<file path="src/rtl/commit_trace_serializer.sv">
`default_nettype none
// ============================================================================
// Module   : commit_trace_serializer
// Purpose  : Packs ROB commits into fixed-size little-endian trace records,
//            buffers them in a small FIFO and streams them out byte by byte.
//            Define TRACE_CHECKSUM_EN to append an XOR checksum byte.
// Revision : 1.0 - initial release
// ============================================================================
module commit_trace_serializer #(
   parameter int FIFO_DEPTH = 8
) (
   input  logic        clk,
   input  logic        rst,
   input  logic        commit_valid,
   input  logic [31:0] commit_pc,
   input  logic [4:0]  commit_rd,
   input  logic        commit_we,
   input  logic [31:0] commit_data,
   output logic        out_valid,
   output logic [7:0]  out_byte,
   output logic        out_last,
   input  logic        out_ready,
   output logic        overflow,
   output logic [15:0] drop_count
);

`ifdef TRACE_CHECKSUM_EN
   localparam int c_REC_BYTES = 10;
`else
   localparam int c_REC_BYTES = 9;
`endif
   localparam int               c_REC_W    = c_REC_BYTES * 8;
   localparam int               c_AW       = $clog2(FIFO_DEPTH);
   localparam logic [c_AW:0]    c_DEPTH    = (c_AW+1)'(FIFO_DEPTH);
   localparam logic [3:0]       c_LAST_IDX = 4'(c_REC_BYTES - 1);

   typedef enum logic [0:0] {
      S_IDLE = 1'b0,
      S_SEND = 1'b1
   } state_t;

   state_t               r_state;
   state_t               w_state_nxt;
   logic [c_REC_W-1:0]   r_mem [FIFO_DEPTH];
   logic [c_AW-1:0]      r_wr_ptr;
   logic [c_AW-1:0]      r_rd_ptr;
   logic [c_AW:0]        r_count;
   logic [c_REC_W-1:0]   r_shift;
   logic [3:0]           r_byte_idx;
   logic                 r_overflow;
   logic [15:0]          r_drop_count;

   logic                 w_not_empty;
   logic                 w_pop;
   logic                 w_push;
   logic                 w_drop;
   logic                 w_last;
   logic [7:0]           w_hdr;
   logic [31:0]          w_data;
   logic [c_REC_W-1:0]   w_rec;

   assign w_hdr  = {commit_we, 2'b00, commit_rd};
   assign w_data = commit_we ? commit_data : 32'h0;

`ifdef TRACE_CHECKSUM_EN
   logic [7:0] w_csum;
   assign w_csum = commit_pc[7:0] ^ commit_pc[15:8] ^ commit_pc[23:16] ^ commit_pc[31:24]
                 ^ w_hdr ^ w_data[7:0] ^ w_data[15:8] ^ w_data[23:16] ^ w_data[31:24];
   assign w_rec  = {w_csum, w_data, w_hdr, commit_pc};
`else
   assign w_rec  = {w_data, w_hdr, commit_pc};
`endif

   assign w_not_empty = (r_count != '0);
   // A pop in the same cycle frees a slot, so a full FIFO still accepts the push.
   assign w_push = commit_valid && ((r_count != c_DEPTH) || w_pop);
   assign w_drop = commit_valid && !w_push;

   always_comb begin
      w_state_nxt = r_state;
      w_pop       = 1'b0;
      w_last      = 1'b0;
      case (r_state)
         S_IDLE: begin
            if (w_not_empty) begin
               w_pop       = 1'b1;
               w_state_nxt = S_SEND;
            end
         end
         S_SEND: begin
            w_last = (r_byte_idx == c_LAST_IDX);
            if (out_ready && w_last) begin
               if (w_not_empty) begin
                  w_pop = 1'b1;
               end else begin
                  w_state_nxt = S_IDLE;
               end
            end
         end
         default: w_state_nxt = S_IDLE;
      endcase
   end

   always_ff @(posedge clk) begin
      if (!rst) begin
         r_state      <= S_IDLE;
         r_wr_ptr     <= '0;
         r_rd_ptr     <= '0;
         r_count      <= '0;
         r_shift      <= '0;
         r_byte_idx   <= 4'd0;
         r_overflow   <= 1'b0;
         r_drop_count <= 16'h0;
      end else begin
         r_state <= w_state_nxt;
         if (w_push) begin
            r_wr_ptr <= r_wr_ptr + 1'b1;
         end
         if (w_pop) begin
            r_rd_ptr <= r_rd_ptr + 1'b1;
         end
         r_count <= r_count + (c_AW+1)'(w_push) - (c_AW+1)'(w_pop);
         if (w_pop) begin
            r_shift    <= r_mem[r_rd_ptr];
            r_byte_idx <= 4'd0;
         end else if ((r_state == S_SEND) && out_ready && !w_last) begin
            r_shift    <= r_shift >> 8;
            r_byte_idx <= r_byte_idx + 4'd1;
         end
         if (w_drop) begin
            r_overflow <= 1'b1;
            if (r_drop_count != 16'hFFFF) begin
               r_drop_count <= r_drop_count + 16'd1;
            end
         end
      end
   end

   always_ff @(posedge clk) begin
      if (rst && w_push) begin
         r_mem[r_wr_ptr] <= w_rec;
      end
   end

   assign out_valid  = (r_state == S_SEND);
   assign out_byte   = out_valid ? r_shift[7:0] : 8'h00;
   assign out_last   = w_last;
   assign overflow   = r_overflow;
   assign drop_count = r_drop_count;

endmodule
`default_nettype wire

</file>
<file path="config.mk">
export PLATFORM = sky130hd
export DESIGN_NAME = commit_trace_serializer
export DESIGN_NICKNAME = d
export VERILOG_FILES = /design/src/rtl/commit_trace_serializer.sv
export SDC_FILE = /design/constraint.sdc
export NUM_CORES = 1
export LEC_CHECK = 0
export ABC_AREA = 0
export CAP_MARGIN = 20
export CELL_PAD_IN_SITES_DETAIL_PLACEMENT = 1
export CELL_PAD_IN_SITES_GLOBAL_PLACEMENT = 2
export CORE_MARGIN = 2
export CORE_UTILIZATION = 25
export CTS_CLUSTER_SIZE = 14
export DETAILED_ROUTE_END_ITERATION = 7
export HOLD_SLACK_MARGIN = 0.08
export PLACE_DENSITY = 0.51
export SETUP_SLACK_MARGIN = 0.2
export SLEW_MARGIN = 20
export SYNTH_ARGS = -nofsm -noshare
export SYNTH_HDL_FRONTEND = slang
export SYNTH_SLANG_ARGS = --single-unit
</file>
<file path="constraint.sdc">
create_clock -name clk -period 12.8 [get_ports clk]
set_clock_uncertainty 0.15 [all_clocks]
set_input_delay 3.84 -clock clk [delete_from_list [all_inputs] [get_ports clk]]
set_output_delay 3.84 -clock clk [all_outputs]
set_load 0.02 [all_outputs]
</file>
Yosys cells after proc, flatten, opt, wreduce, memory -nomap -nowiden
Memories as Yosys holds them, arrays and structs flattened. A register that Yosys moved wholly into a read port is not among the register bits.
Index checks and enable logic that the tools add are counted.
{ "totals": {"ramBits": 560, "memories": 1, "wordCells": 47, "register_bits": 104} }
{ "memory_table": {"columns": ["name", "words", "width", "read_ports", "rd_clocked_by_memory_dff", "write_ports", "line_no", "source"], "rows": [
  ["r_mem", 8, 70, 1, 1, 1, "44", "logic [c_REC_W-1:0] r_mem [FIFO_DEPTH];"]
]} }
{ "op_classes": {"n_eq_ne": 3, "addsub": 6, "bitwise": 2, "n_reduce_logical": 13, "muxes": 14} }
{ "op_table": {"columns": ["op", "n"], "rows": [
  ["72-bit two-way mux", 2],
  ["32-bit two-way mux", 1],
  ["16-bit by 1-bit adder with 16-bit output, second input constant", 1],
  ["16-bit inequality test, second input constant", 1],
  ["8-bit two-way mux", 1],
  ["3-bit by 1-bit adder with 3-bit output, second input constant", 2],
  ["1-bit logical AND", 6],
  ["1-bit two-way mux", 6],
  ["3-bit two-way mux", 2],
  ["4-bit by 1-bit adder with 4-bit output", 1],
  ["4-bit by 1-bit adder with 4-bit output, second input constant", 1],
  ["4-bit equality test, second input constant", 1],
  ["4-bit inequality test, second input constant", 1],
  ["1-bit one-hot mux with 2 select lines", 2],
  ["4-bit nonzero test", 1],
  ["4-bit by 1-bit subtractor with 4-bit output", 1],
  ["1-bit logical NOT", 2],
  ["1-bit inverter", 2],
  ["2-bit AND reduction", 1],
  ["2-bit nonzero test", 1],
  ["2-bit OR reduction", 1],
  ["1-bit logical OR", 1]
]} }

Depth between registers and ports, before layout
{ "depth": {"depth_word": 9, "ltp_mapped": 12, "ltp_nobuf": 11} }

Worst setup path before layout
Ideal clock, no wire load.
{ "synth_timing": {"kind": "in2reg", "startpoint": "input out_ready", "endpoint": "memory r_mem[1][0] (netlist bit) (enable)", "t_arrival_ns": 11.259, "slack_ns": 0.720, "path_buffers": 0, "cell_stages": 4, "t_required_ns": 11.979, "cell_sequence": "nand4b_1 > o211ai_1 > nand2_1 > nor4_1"} }
{ "synth_via": {"elab_chain_len": 8} }
{ "synth_lines": {"columns": ["element", "line_no", "source"], "rows": [
  ["from (decl)", "22", "input logic out_ready,"],
  ["1-bit logical AND", "92", "if (out_ready && w_last) begin"],
  ["1-bit two-way mux", "92", null],
  ["1-bit one-hot mux with 2 select lines", "83", "case (r_state)"],
  ["1-bit logical OR", "76", "assign w_push = commit_valid && ((r_count != c_DEPTH) || w_pop);"],
  ["1-bit logical AND", "76", null],
  ["1-bit logical AND", "140", "if (rst && w_push) begin"],
  ["1-bit two-way mux", "140", null],
  ["1-bit two-way mux (implied by the code)", "141", "r_mem[r_wr_ptr] <= w_rec;"],
  ["to (decl)", "44", null]
]} }
No other way between the ends.

Worst setup path after layout
{ "layout_timing": {"startpoint": "input out_ready", "endpoint": "memory r_mem[7][24] (netlist bit) (enable)"} }
The elaborated chain is that of the path after synthesis.

==> results.yml <==
run_status:
  status: "completed"
global_route:
  grt_use_met3: 0.0200
  grt_use_total: 0.123
  grt_max_degree: 85
  grt_pass1_vias: 14888
  overflow: 0
  grt_use_met1: 0.164
  antenna_found_initial: 2
  busiest_layer: "met2"
  grt_pass1_wl_um: 97900
  use_met2: 0.205
hold_path:
  min_path_type: "reg -> reg"
  whs_endpoint: "r_shift[67]"
  hp-start: "r_shift[67]"
  hold_depth: 2
synthesis:
  synthesis.area_um2: 26000
  synth-simple-area-share: 0.0645
  syn_area_per_cell_um2: 18.0
  synth.most_common_cell: "edfxtp_1"
  synth_warnings: 0
  synth_xor_area_frac: 0.00505
  synthTopCellsByCount: "edfxtp_1, nand2_1, mux4_2"
  synthAdderAreaFrac: 0.00558
  synthTopCellsByArea: "edfxtp_1, mux4_2, dfxtp_1, nand2_1, a311oi_1"
  synth_top_area_frac: 0.646
  seq_area_frac_synth: 0.729
  async_flop_share: 0
  synth_compound_area_frac: 0.0482
  synth_ff_type: "edfxtp_1"
  synth_edf_count: 560
  synth_cell_type_count: 45
  synth_top_area_cell: "edfxtp_1"
  synthCells: 1443
  synth_nets: 1528
  synth_top_family_by_area: "multiplexers"
  synth.area.mux_share: 0.128
  ys_ff_latch: 667
cells_and_area:
  instances_no_fill: 3004
  area_growth_pct: 19.3
  nNetsFinal: 1647
  drive_above_1_share: 0.200
  diodes: 0
  finish.instance_area_um2: 31000
drt:
  drt_iter0_drc: 761
  avgViaCountPerCell: 4.45
  detail-route-antenna-nets: 0
  vias: 13372
  wl_per_cell_um: 21.8
  route.detailed.drc: 0
  firstDrtPassIters: 5
  finalWirelength_um: 65500
setup_path:
  crit_required_ns: 12.88
  worstSetupEndpointType: "flop"
  critPathSlowestCell: "nor2_4"
  r2r_cells: 6
  path_cells: "clkdlybuf4s50_1, nand4b_1, o211ai_1, nand3_1, nor2_4, buf_4"
  r2r_end: "r_shift[61]"
  crit_arrival_ns: 7.19
  critPathMaxFanout: 47
  start_kind: "primary input"
  crit_type: "in -> reg"
  critPathMaxStageDelay_ns: 0.84
  rrSetupSlack_ns: 8.84
floorplanning:
  die_h_um: 327
  coreArea_um2: 103000
  io_pins: 101
  std_cell_rows: 118
  die_area_um2: 107000
  die_x_um: 327
  start_util: 0.252
place:
  place_hpwl_um: 36600
  placed_area_um2: 28600
  numPortBuffers: 100
  numPlacedInstances: 2862
  gp_congestion: 0.681
clock_network:
  clock_sinks: 667
  htree_levels: 3
  cts.clk_slew.worst_paths_ns: 0.06
  cts_tree: "yes"
  root_buffer: "clkbuf_16"
  clk_path_buf_depth: 3
  cts_resized: 0
  clock_latency_ns: 0.62
  cts_hold_buf: 0
  cts_setup_buffers: 0
  cts_buffers: 77
power_and_ir_drop:
  power.density_nw_per_um2: 189
  ir_drop_mv: 0.0946
  leakagePower_nw: 9.47
timing:
  fmax_ghz: 0.141
  setup_tns_ns: 0
  final_hold_viol_count: 0
  grt_setup_unrepaired: "no"
  tightest_slew_ns: 0.978
  setup_violations: 0
  finalCritPeriodShare: 0.556
  maxSlewViolCount: 0
  min_period_ns: 7.12
  relSlewSlack: 0.348
run:
  drv_cap: 0
stage by stage:
step / setup slack [ns] / hold slack [ns] / util / power (mW)
after floorplan: 0.720 / 0.270 / - / 3.50
after global placement: 5.01 / 0.292 / 0.276 / 3.83
after detailed placement: 4.96 / 0.295 / 0.276 / 3.84
after CTS: 5.60 / 0.309 / 0.300 / 5.97
after global routing: 5.40 / 0.337 / 0.300 / 6.16
final: 5.68 / 0.307 / 0.300 / 5.87
how the worst max path moves through the flow:
stage,startpoint,depth (start not counted),endpoint,slack [ns]
after floorplan,out_ready,4,r_mem[1][0],0.72
after global placement,out_ready,6,r_mem[7][7],5.01
after detailed placement,out_ready,6,r_mem[7][14],4.96
after CTS,out_ready,6,r_mem[7][24],5.60
after global routing,out_ready,6,r_mem[7][24],5.40
final,out_ready,6,r_mem[7][24],5.68
area by class of cell:
cell class / count / area (µm²)
fill: 10619 / 72300
sequential: 667 / 19000
multi-input combinational: 674 / 6610
clock buffer: 101 / 2110
tap: 1380 / 1730
timing repair buffer: 131 / 1250
clock inverter: 40 / 313
inverter: 11 / 42.5
placed cells by master, fill, tap and decap left out, types with 11 or more instances in the layout:
cell type        netlist  routed
a211oi_1              48      48
a211oi_2              17      17
a311oi_1              61      61
and2_1                41      41
buf_4                 14      30
clkbuf_1              44      17
clkbuf_16              0      79
clkdlybuf4s50_1        0      99
clkinv_1               0      12
clkinv_2               0      14
dfxtp_1              107     104
edfxtp_1             560     560
mux2i_1               18      18
mux4_2               140     140
nand2_1              158     158
nand3_1               12      11
nor2_1                28      26
nor2b_1               60      60
worst max-delay path: cells and delay by family:
family | cells | cell delay [ns]
AO/OA/AOI/OAI | 1 | 0.44
buffers and inverters | 2 | 1.34
AND/OR/NAND/NOR | 3 | 1.48
cell families after synthesis:
family          Yosys count
buf+inv                 102
compound gates          151
simple gates            339
xor+xnor                 15
mux                     158
flops                   667
fa+ha+maj                11
registers in the layout, indices dropped and copies added, names as in the netlist, named ones only:
register,flops
r_rd_ptr,3
r_wr_ptr,3
r_byte_idx,4
out_valid,1
r_shift,72
drop_count,16
overflow,1
r_mem,560
r_count,4
layer usage:
metal	vias up	routed length, µm
met1	7103	30100
met4	4	1390
met5	-	22
met2	198	31900
li1	5979	-
met3	88	2110
power by group:
group	internal (mW)	leakage, nW	switching (mW)
logic	0.490	2.32	0.594
registers	2.53	5.98	0.158
clock network	1.23	1.17	0.871
total	4.25	9.47	1.62
No activity file was read; power rests on OpenSTA's default activity.
